`src/rtl/jt12_mixacc_if.sv`:
```
// Slot-stream input and frame-output bundle for jt12_mixacc.
// master drives the operator stream, slave is the accumulator.
interface jt12_mixacc_if #(
  parameter int WIN   = 14,
  parameter int WOUT  = 16,
  parameter int CH    = 6,
  parameter int PCM_W = 9
);
  logic                    clk_en;
  logic                    zero;
  logic signed [WIN-1:0]   op_result;
  logic [1:0]              rl;
  logic [2:0]              alg;
  logic [CH-1:0]           ch_mute;
  logic                    pcm_en;
  logic signed [PCM_W-1:0] pcm;
  logic signed [WOUT-1:0]  left;
  logic signed [WOUT-1:0]  right;
  logic                    sample_valid;
  logic                    clip_l;
  logic                    clip_r;

  modport master (
    output clk_en, zero, op_result, rl, alg, ch_mute, pcm_en, pcm,
    input  left, right, sample_valid, clip_l, clip_r
  );
  modport slave (
    input  clk_en, zero, op_result, rl, alg, ch_mute, pcm_en, pcm,
    output left, right, sample_valid, clip_l, clip_r
  );
endinterface

```
`src/rtl/jt12_mixacc.sv`:
```
// Stereo per-frame accumulator of carrier operators with PCM substitution,
// saturating adds and optional output gain; one L/R pair per frame.
module jt12_mixacc #(
  parameter int WIN    = 14,
  parameter int WOUT   = 16,
  parameter int CH     = 6,
  parameter int OPS    = 4,
  parameter int PCM_CH = 5,
  parameter int PCM_W  = 9,
  parameter int GAIN   = 1
) (
  input  logic          clk,
  input  logic          rst_n,
  jt12_mixacc_if.slave  bus
);
  localparam int SLOTS = CH * OPS;
  localparam int SW    = (SLOTS > 1) ? $clog2(SLOTS) : 1;
  localparam int GSH   = (GAIN == 2) ? 1 : 2;
  localparam logic signed [WOUT-1:0] VMAX = {1'b0, {(WOUT-1){1'b1}}};
  localparam logic signed [WOUT-1:0] VMIN = {1'b1, {(WOUT-1){1'b0}}};

  // {clip, value}
  function automatic logic [WOUT:0] sat_add(input logic signed [WOUT-1:0] a,
                                            input logic signed [WOUT-1:0] b);
    logic signed [WOUT:0] sum;
    sum = {a[WOUT-1], a} + {b[WOUT-1], b};
    if (sum[WOUT] != sum[WOUT-1]) return {1'b1, sum[WOUT] ? VMIN : VMAX};
    return {1'b0, sum[WOUT-1:0]};
  endfunction

  logic [SW-1:0] s, cur, op_idx, ch_idx;
  logic          sum_en, is_pcm;
  logic signed [WIN-1:0]  pcm_sh, contrib;
  logic signed [WOUT-1:0] contrib_w, add_l, add_r;
  logic [WOUT:0]          sum_l, sum_r, gn_l, gn_r;

  logic signed [WOUT-1:0] acc_l, acc_r, st_l, st_r, g_l, g_r;
  logic                   clp_l, clp_r, st_cl, st_cr, g_cl, g_cr;
  logic [1:0]             vld_pipe;

  // zero forces the current slot to 0 regardless of where the counter is
  assign cur    = bus.zero ? '0 : s;
  assign op_idx = cur / SW'(CH);
  assign ch_idx = cur % SW'(CH);

  always_comb begin
    sum_en = 1'b1;
    if (!bus.alg[2]) begin
      sum_en = (op_idx == SW'(OPS-1));
    end else if (OPS == 4) begin
      case (bus.alg)
        3'd4:       sum_en = (op_idx == SW'(2)) || (op_idx == SW'(3));
        3'd5, 3'd6: sum_en = (op_idx != '0);
        default:    sum_en = 1'b1;
      endcase
    end
  end

  assign is_pcm = bus.pcm_en && (ch_idx == SW'(PCM_CH));
  assign pcm_sh = WIN'(bus.pcm) <<< (WIN - PCM_W);

  always_comb begin
    contrib = '0;
    if (!bus.ch_mute[ch_idx]) begin
      if (is_pcm)      contrib = (op_idx == '0) ? pcm_sh : '0;
      else if (sum_en) contrib = bus.op_result;
    end
  end

  assign contrib_w = WOUT'(contrib);
  assign add_l     = bus.rl[1] ? contrib_w : '0;
  assign add_r     = bus.rl[0] ? contrib_w : '0;
  assign sum_l     = sat_add(acc_l, add_l);
  assign sum_r     = sat_add(acc_r, add_r);
  assign gn_l      = (GAIN == 0) ? {1'b0, st_l} : sat_add(st_l, st_l >>> GSH);
  assign gn_r      = (GAIN == 0) ? {1'b0, st_r} : sat_add(st_r, st_r >>> GSH);

  always_ff @(posedge clk or negedge rst_n) begin
    if (!rst_n) begin
      s        <= '0;
      acc_l    <= '0;
      acc_r    <= '0;
      clp_l    <= 1'b0;
      clp_r    <= 1'b0;
      st_l     <= '0;
      st_r     <= '0;
      st_cl    <= 1'b0;
      st_cr    <= 1'b0;
      g_l      <= '0;
      g_r      <= '0;
      g_cl     <= 1'b0;
      g_cr     <= 1'b0;
      vld_pipe <= '0;
    end else if (bus.clk_en) begin
      if (bus.zero) begin
        s     <= (SLOTS > 1) ? SW'(1) : '0;
        st_l  <= acc_l;
        st_r  <= acc_r;
        st_cl <= clp_l;
        st_cr <= clp_r;
        // a single contribution can never overflow, so the reload is clip-free
        acc_l <= add_l;
        acc_r <= add_r;
        clp_l <= 1'b0;
        clp_r <= 1'b0;
      end else begin
        s     <= (s == SW'(SLOTS-1)) ? '0 : s + SW'(1);
        acc_l <= sum_l[WOUT-1:0];
        acc_r <= sum_r[WOUT-1:0];
        clp_l <= clp_l | sum_l[WOUT];
        clp_r <= clp_r | sum_r[WOUT];
      end
      vld_pipe <= {vld_pipe[0], bus.zero};
      g_l      <= gn_l[WOUT-1:0];
      g_r      <= gn_r[WOUT-1:0];
      g_cl     <= st_cl | gn_l[WOUT];
      g_cr     <= st_cr | gn_r[WOUT];
    end
  end

  // valid is a single clk pulse even when clk_en stays low afterwards
  always_ff @(posedge clk or negedge rst_n) begin
    if (!rst_n) begin
      bus.left         <= '0;
      bus.right        <= '0;
      bus.clip_l       <= 1'b0;
      bus.clip_r       <= 1'b0;
      bus.sample_valid <= 1'b0;
    end else begin
      bus.sample_valid <= bus.clk_en & vld_pipe[1];
      if (bus.clk_en && vld_pipe[1]) begin
        bus.left   <= g_l;
        bus.right  <= g_r;
        bus.clip_l <= g_cl;
        bus.clip_r <= g_cr;
      end
    end
  end
endmodule

```
`src/flat_wrapper.sv`:
```
// flat-port wrapper written by rule: the top's interface ports become plain ports
module jt12_mixacc_flat 
#(
  parameter int WIN    = 14,
  parameter int WOUT   = 16,
  parameter int CH     = 6,
  parameter int OPS    = 4,
  parameter int PCM_CH = 5,
  parameter int PCM_W  = 9,
  parameter int GAIN   = 1
)
  (clk, rst_n, bus_clk_en, bus_zero, bus_op_result, bus_rl, bus_alg, bus_ch_mute, bus_pcm_en, bus_pcm, bus_left, bus_right, bus_sample_valid, bus_clip_l, bus_clip_r);
  jt12_mixacc_if #(.WIN(WIN), .WOUT(WOUT), .CH(CH), .PCM_W(PCM_W)) bus_i ();
  input  logic clk;
  input  logic rst_n;
  input wire logic [$bits(bus_i.clk_en)-1:0] bus_clk_en;
  input wire logic [$bits(bus_i.zero)-1:0] bus_zero;
  input wire logic [$bits(bus_i.op_result)-1:0] bus_op_result;
  input wire logic [$bits(bus_i.rl)-1:0] bus_rl;
  input wire logic [$bits(bus_i.alg)-1:0] bus_alg;
  input wire logic [$bits(bus_i.ch_mute)-1:0] bus_ch_mute;
  input wire logic [$bits(bus_i.pcm_en)-1:0] bus_pcm_en;
  input wire logic [$bits(bus_i.pcm)-1:0] bus_pcm;
  output wire logic [$bits(bus_i.left)-1:0] bus_left;
  output wire logic [$bits(bus_i.right)-1:0] bus_right;
  output wire logic [$bits(bus_i.sample_valid)-1:0] bus_sample_valid;
  output wire logic [$bits(bus_i.clip_l)-1:0] bus_clip_l;
  output wire logic [$bits(bus_i.clip_r)-1:0] bus_clip_r;
  assign bus_i.clk_en = bus_clk_en;
  assign bus_i.zero = bus_zero;
  assign bus_i.op_result = bus_op_result;
  assign bus_i.rl = bus_rl;
  assign bus_i.alg = bus_alg;
  assign bus_i.ch_mute = bus_ch_mute;
  assign bus_i.pcm_en = bus_pcm_en;
  assign bus_i.pcm = bus_pcm;
  assign bus_left = bus_i.left;
  assign bus_right = bus_i.right;
  assign bus_sample_valid = bus_i.sample_valid;
  assign bus_clip_l = bus_i.clip_l;
  assign bus_clip_r = bus_i.clip_r;
  jt12_mixacc #(.WIN(WIN), .WOUT(WOUT), .CH(CH), .OPS(OPS), .PCM_CH(PCM_CH), .PCM_W(PCM_W), .GAIN(GAIN)) u_core (.clk(clk), .rst_n(rst_n), .bus(bus_i));
endmodule
```
`config.mk`:
```
export PLATFORM = sky130hd
export DESIGN_NAME = jt12_mixacc_flat
export DESIGN_NICKNAME = d
export VERILOG_FILES = /design/src/rtl/jt12_mixacc_if.sv /design/src/rtl/jt12_mixacc.sv /design/src/flat_wrapper.sv
export SDC_FILE = /design/constraint.sdc
export NUM_CORES = 1
export LEC_CHECK = 0
export ABC_AREA = 1
export CAP_MARGIN = 40
export CELL_PAD_IN_SITES_DETAIL_PLACEMENT = 0
export CELL_PAD_IN_SITES_GLOBAL_PLACEMENT = 1
export CORE_ASPECT_RATIO = 1.2
export CORE_MARGIN = 2
export CORE_UTILIZATION = 40
export DETAILED_ROUTE_END_ITERATION = 10
export PLACE_DENSITY_LB_ADDON = 0.08
export SYNTH_ARGS = -nofsm -noshare
export SYNTH_HDL_FRONTEND = slang
export SYNTH_SLANG_ARGS = --single-unit
```
`constraint.sdc`:
```
create_clock -name clk -period 8.1 [get_ports clk]
set_clock_uncertainty 0.15 [all_clocks]
set_input_delay 0.81 -clock clk [delete_from_list [all_inputs] [get_ports clk]]
set_output_delay 0.81 -clock clk [all_outputs]
set_load 0.1 [all_outputs]
```
==> load_flow_metrics.sql <==
INSERT INTO impl_metrics (metric_group, metric, value, unit) VALUES
('final_layout', 'proportion_of_layout_cells_with_a_drive_suffix_above_1', '0.0903', ''),
('detailed_routing', 'detail_route.iter0.violations', '347', ''),
('sta', 'rsz_0062_raised_after_global_routing', 'false', ''),
('sta', 'min_period_over_period', '0.765', ''),
('clock_network', 'clkSlewWorstSetupHoldPaths', '0.06', 'ns'),
('yosys', 'synth_top_cells_by_count', '293 x nand2_1, 160 x inv_1, 144 x dfrtp_1', ''),
('global_routing', 'grt_first_pass_wirelength', '44000', 'um'),
('yosys', 'asyncSetResetFlopFracSynth', '1.00', ''),
('detailed_routing', 'post-route-drc-count', '0', ''),
('clock_network', 'cts_tree', 'yes', ''),
('yosys', 'synth-adder-area-share', '0.0971', ''),
('pwr', 'power_frac_seq', '0.287', ''),
('yosys', 'synth_unique_cells', '44', ''),
('pwr', 'pwr-share-comb', '0.505', ''),
('yosys', 'avgSynthCellArea', '7.43', 'sq um'),
('clock_network', 'cts.repair.resized', '0', ''),
('yosys', 'sequential_cell_area_fraction_in_the_yosys_report', '0.371', ''),
('yosys', 'synthSimpleGateAreaFrac', '0.258', ''),
('pwr', 'vdd.ir_drop.worst', '145', 'uV'),
('yosys', 'synth_enable_flop_cells', '0', ''),
('sta', 'finalSetupViolCount', '0', ''),
('yosys', 'share_of_yosys_cell_area_claimed_by_the_top_area_cell_type', '0.371', ''),
('yosys', 'post_synth_mux_area_share', '0.00322', ''),
('yosys', 'yosys_warnings', '0', ''),
('clock_network', 'cts-buffers-inserted', '17', ''),
('pwr', 'p_clk_frac', '0.207', ''),
('clock_network', 'cts_root_buffer', 'clkbuf_16', ''),
('clock_network', 'cts_setup_buffers', '0', ''),
('outcome', 'status', 'finished, final reports clean', ''),
('sta', 'worst_slew_margin_rel', '0.470', ''),
('setup_path', 'worstPathMaxFanout', '15', ''),
('placed_design', 'dpl.hpwl', '19700', 'um'),
('clock_network', 'clock_tree.htree_level_count', '4', ''),
('pwr', 'internal_power', '2.16', 'mW'),
('detailed_routing', 'met1Wirelength', '11600', 'um'),
('yosys', 'synth-seq-cells', '144', ''),
('final_layout', 'area_delta_synth_final', '22.7', '%'),
('detailed_routing', 'routed_wire_length_per_instance', '14.6', 'um'),
('floorplan', 'design.die.area', '25500', 'sq um'),
('clock_network', 'cts_hold_repair.buffers', '0', ''),
('sta', 'hold_violations', '0', ''),
('setup_path', 'crit_buf_inv', '7', ''),
('detailed_routing', 'routed-wl-met3', '704', 'um'),
('global_routing', 'grt_usage', '0.214', ''),
('final_layout', 'finalNetCount', '1517', ''),
('yosys', 'dominantRegCellSynth', 'dfrtp_1', ''),
('pwr', 'finalPower', '3.87', 'mW'),
('yosys', 'syn_inst', '1308', ''),
('detailed_routing', 'routed_wirelength', '25300', 'um'),
('detailed_routing', 'top_layer_used', 'met4', ''),
('detailed_routing', 'total_vias_in_the_final_route', '8537', ''),
('detailed_routing', 'dr_wl_met2', '12300', 'um'),
('floorplan', 'ios', '74', ''),
('global_routing', 'grt_pass1_vias', '8846', ''),
('clock_network', 'cts_sinks', '144', ''),
('setup_path', 'path_delay_family', 'simple AND/OR/NAND/NOR gates', ''),
('yosys', 'dominant_combinational_cell_family_by_area_after_synthesis', 'simple AND/OR/NAND/NOR gates', ''),
('pwr', 'netSwitchingFraction', '0.442', ''),
('yosys', 'main_area_contributors_after_synthesis', 'dfrtp_1 37%, nand2_1 11%, ha_1 8.9%', ''),
('yosys', 'synth_largest_area_cell', 'dfrtp_1', ''),
('sta', 'timing.setup.tns', '0', 'ns'),
('detailed_routing', 'viasPerCell', '4.91', ''),
('placed_design', 'gp_congestion', '0.901', ''),
('pwr', 'p_switching', '1.71', 'mW'),
('final_layout', 'insertedDiodeCount', '0', ''),
('sta', 'drv_slew', '0', ''),
('yosys', 'synth_xor_area_frac', '0.0271', ''),
('min_path', 'timing.hold.worst.class', 'in -> async', ''),
('floorplan', 'initial_utilization', '0.407', ''),
('global_routing', 'antenna_found_initial', '0', ''),
('setup_path', 'worstPathRequired', '8.26', 'ns');
==> path summary, 6_finish.rpt <==
kind | from | endpoint | slack [ns]
worst max-delay path | bus_zero | u_core.acc_r[14] | 1.91
worst min-delay path | rst_n | u_core.bus.left[2] | 0.27
worst max register to register | u_core.s[4] | u_core.acc_r[14] | 2.39
worst min register to register | u_core.g_l[14] | u_core.bus.left[14] | 0.32
max in group asynchronous | rst_n | u_core.g_r[8] | 6.24
min in group clk | u_core.g_l[14] | u_core.bus.left[14] | 0.32
==> cells in the final DEF, fill, tap and decap left out, drive strengths merged, types with 18 or more instances in the layout <==
| master | count |
|---|---|
| o21ai | 124 |
| nand4 | 31 |
| a21oi | 111 |
| clkbuf | 20 |
| buf | 46 |
| ha | 69 |
| clkdlybuf4s50 | 71 |
| inv | 166 |
| dfrtp | 144 |
| a22oi | 22 |
| nor3 | 18 |
| nand2 | 309 |
| nand3 | 66 |
| xor2 | 22 |
| nor2 | 133 |
==> area by class of cell <==
type / instances / area, sq um
clock inverters: 12 / 140
multi-input cells: 958 / 5330
fillers: 2487 / 12000
repair buffers: 117 / 1360
inverters: 167 / 627
well taps: 320 / 400
flip-flops and latches: 144 / 3600
clock buffers: 20 / 457
==> power groups by stage <==
stage	sequential, mW	clock (mW)	combinational [mW]
after floorplan	1.61	0	0.810
after global placement	1.12	0	1.72
after detailed placement	1.13	0	1.96
after CTS	1.12	0.819	1.97
after global routing	1.15	0.857	2.16
final	1.11	0.803	1.96
==> worst reg2reg max path: cells and delay by family, from the launching register on <==
kind / cells / cell delay, ns
and+or+nand+nor: 17 / 2.39
AOI/OAI and AO/OA: 5 / 1.11
adders and majority gates: 4 / 1.00
buffers and inverters: 6 / 0.49
DFF: 1 / 0.42
==> metal layers <==
metal	GRT usage	vias up
met4	0.0777	0
met5	0	-
met1	0.270	3855
li1	-	4508
met3	0.0339	31
met2	0.373	143
==> registers in the layout, summed over array words and instances, names as in the netlist <==
signal and count:
u_core.acc_l 16, u_core.bus.clip_r 1, u_core.g_r 16, u_core.clp_r 1
u_core.vld_pipe 2, u_core.g_cr 1, u_core.st_cl 1, u_core.bus.sample_valid 1
u_core.acc_r 16, u_core.s 5, u_core.g_cl 1, u_core.clp_l 1
u_core.st_cr 1, u_core.g_l 16, u_core.st_r 16, u_core.st_l 16
u_core.bus.clip_l 1, u_core.bus.right 16, u_core.bus.left 16
==> through the flow <==
step,util,std cells,setup WS (ns),instance area (sq um)
3_5_place_dp,0.474,1706,1.46,11300
4_1_cts,0.499,1738,1.91,11900
3_3_place_gp,0.449,1669,1.63,10700
6_report,0.499,1738,1.91,11900
5_1_grt,0.499,1738,1.27,11900
2_1_floorplan,-,1308,3.03,9710
==> cell families after synthesis <==
family                     Yosys count
adders and majority gates           73
AOI/OAI and AO/OA                  286
and+or+nand+nor                    566
buffers and inverters              206
DFF                                144
xor gates and xnor gates            30
muxes                                3
(Power assumes the default switching activity.)
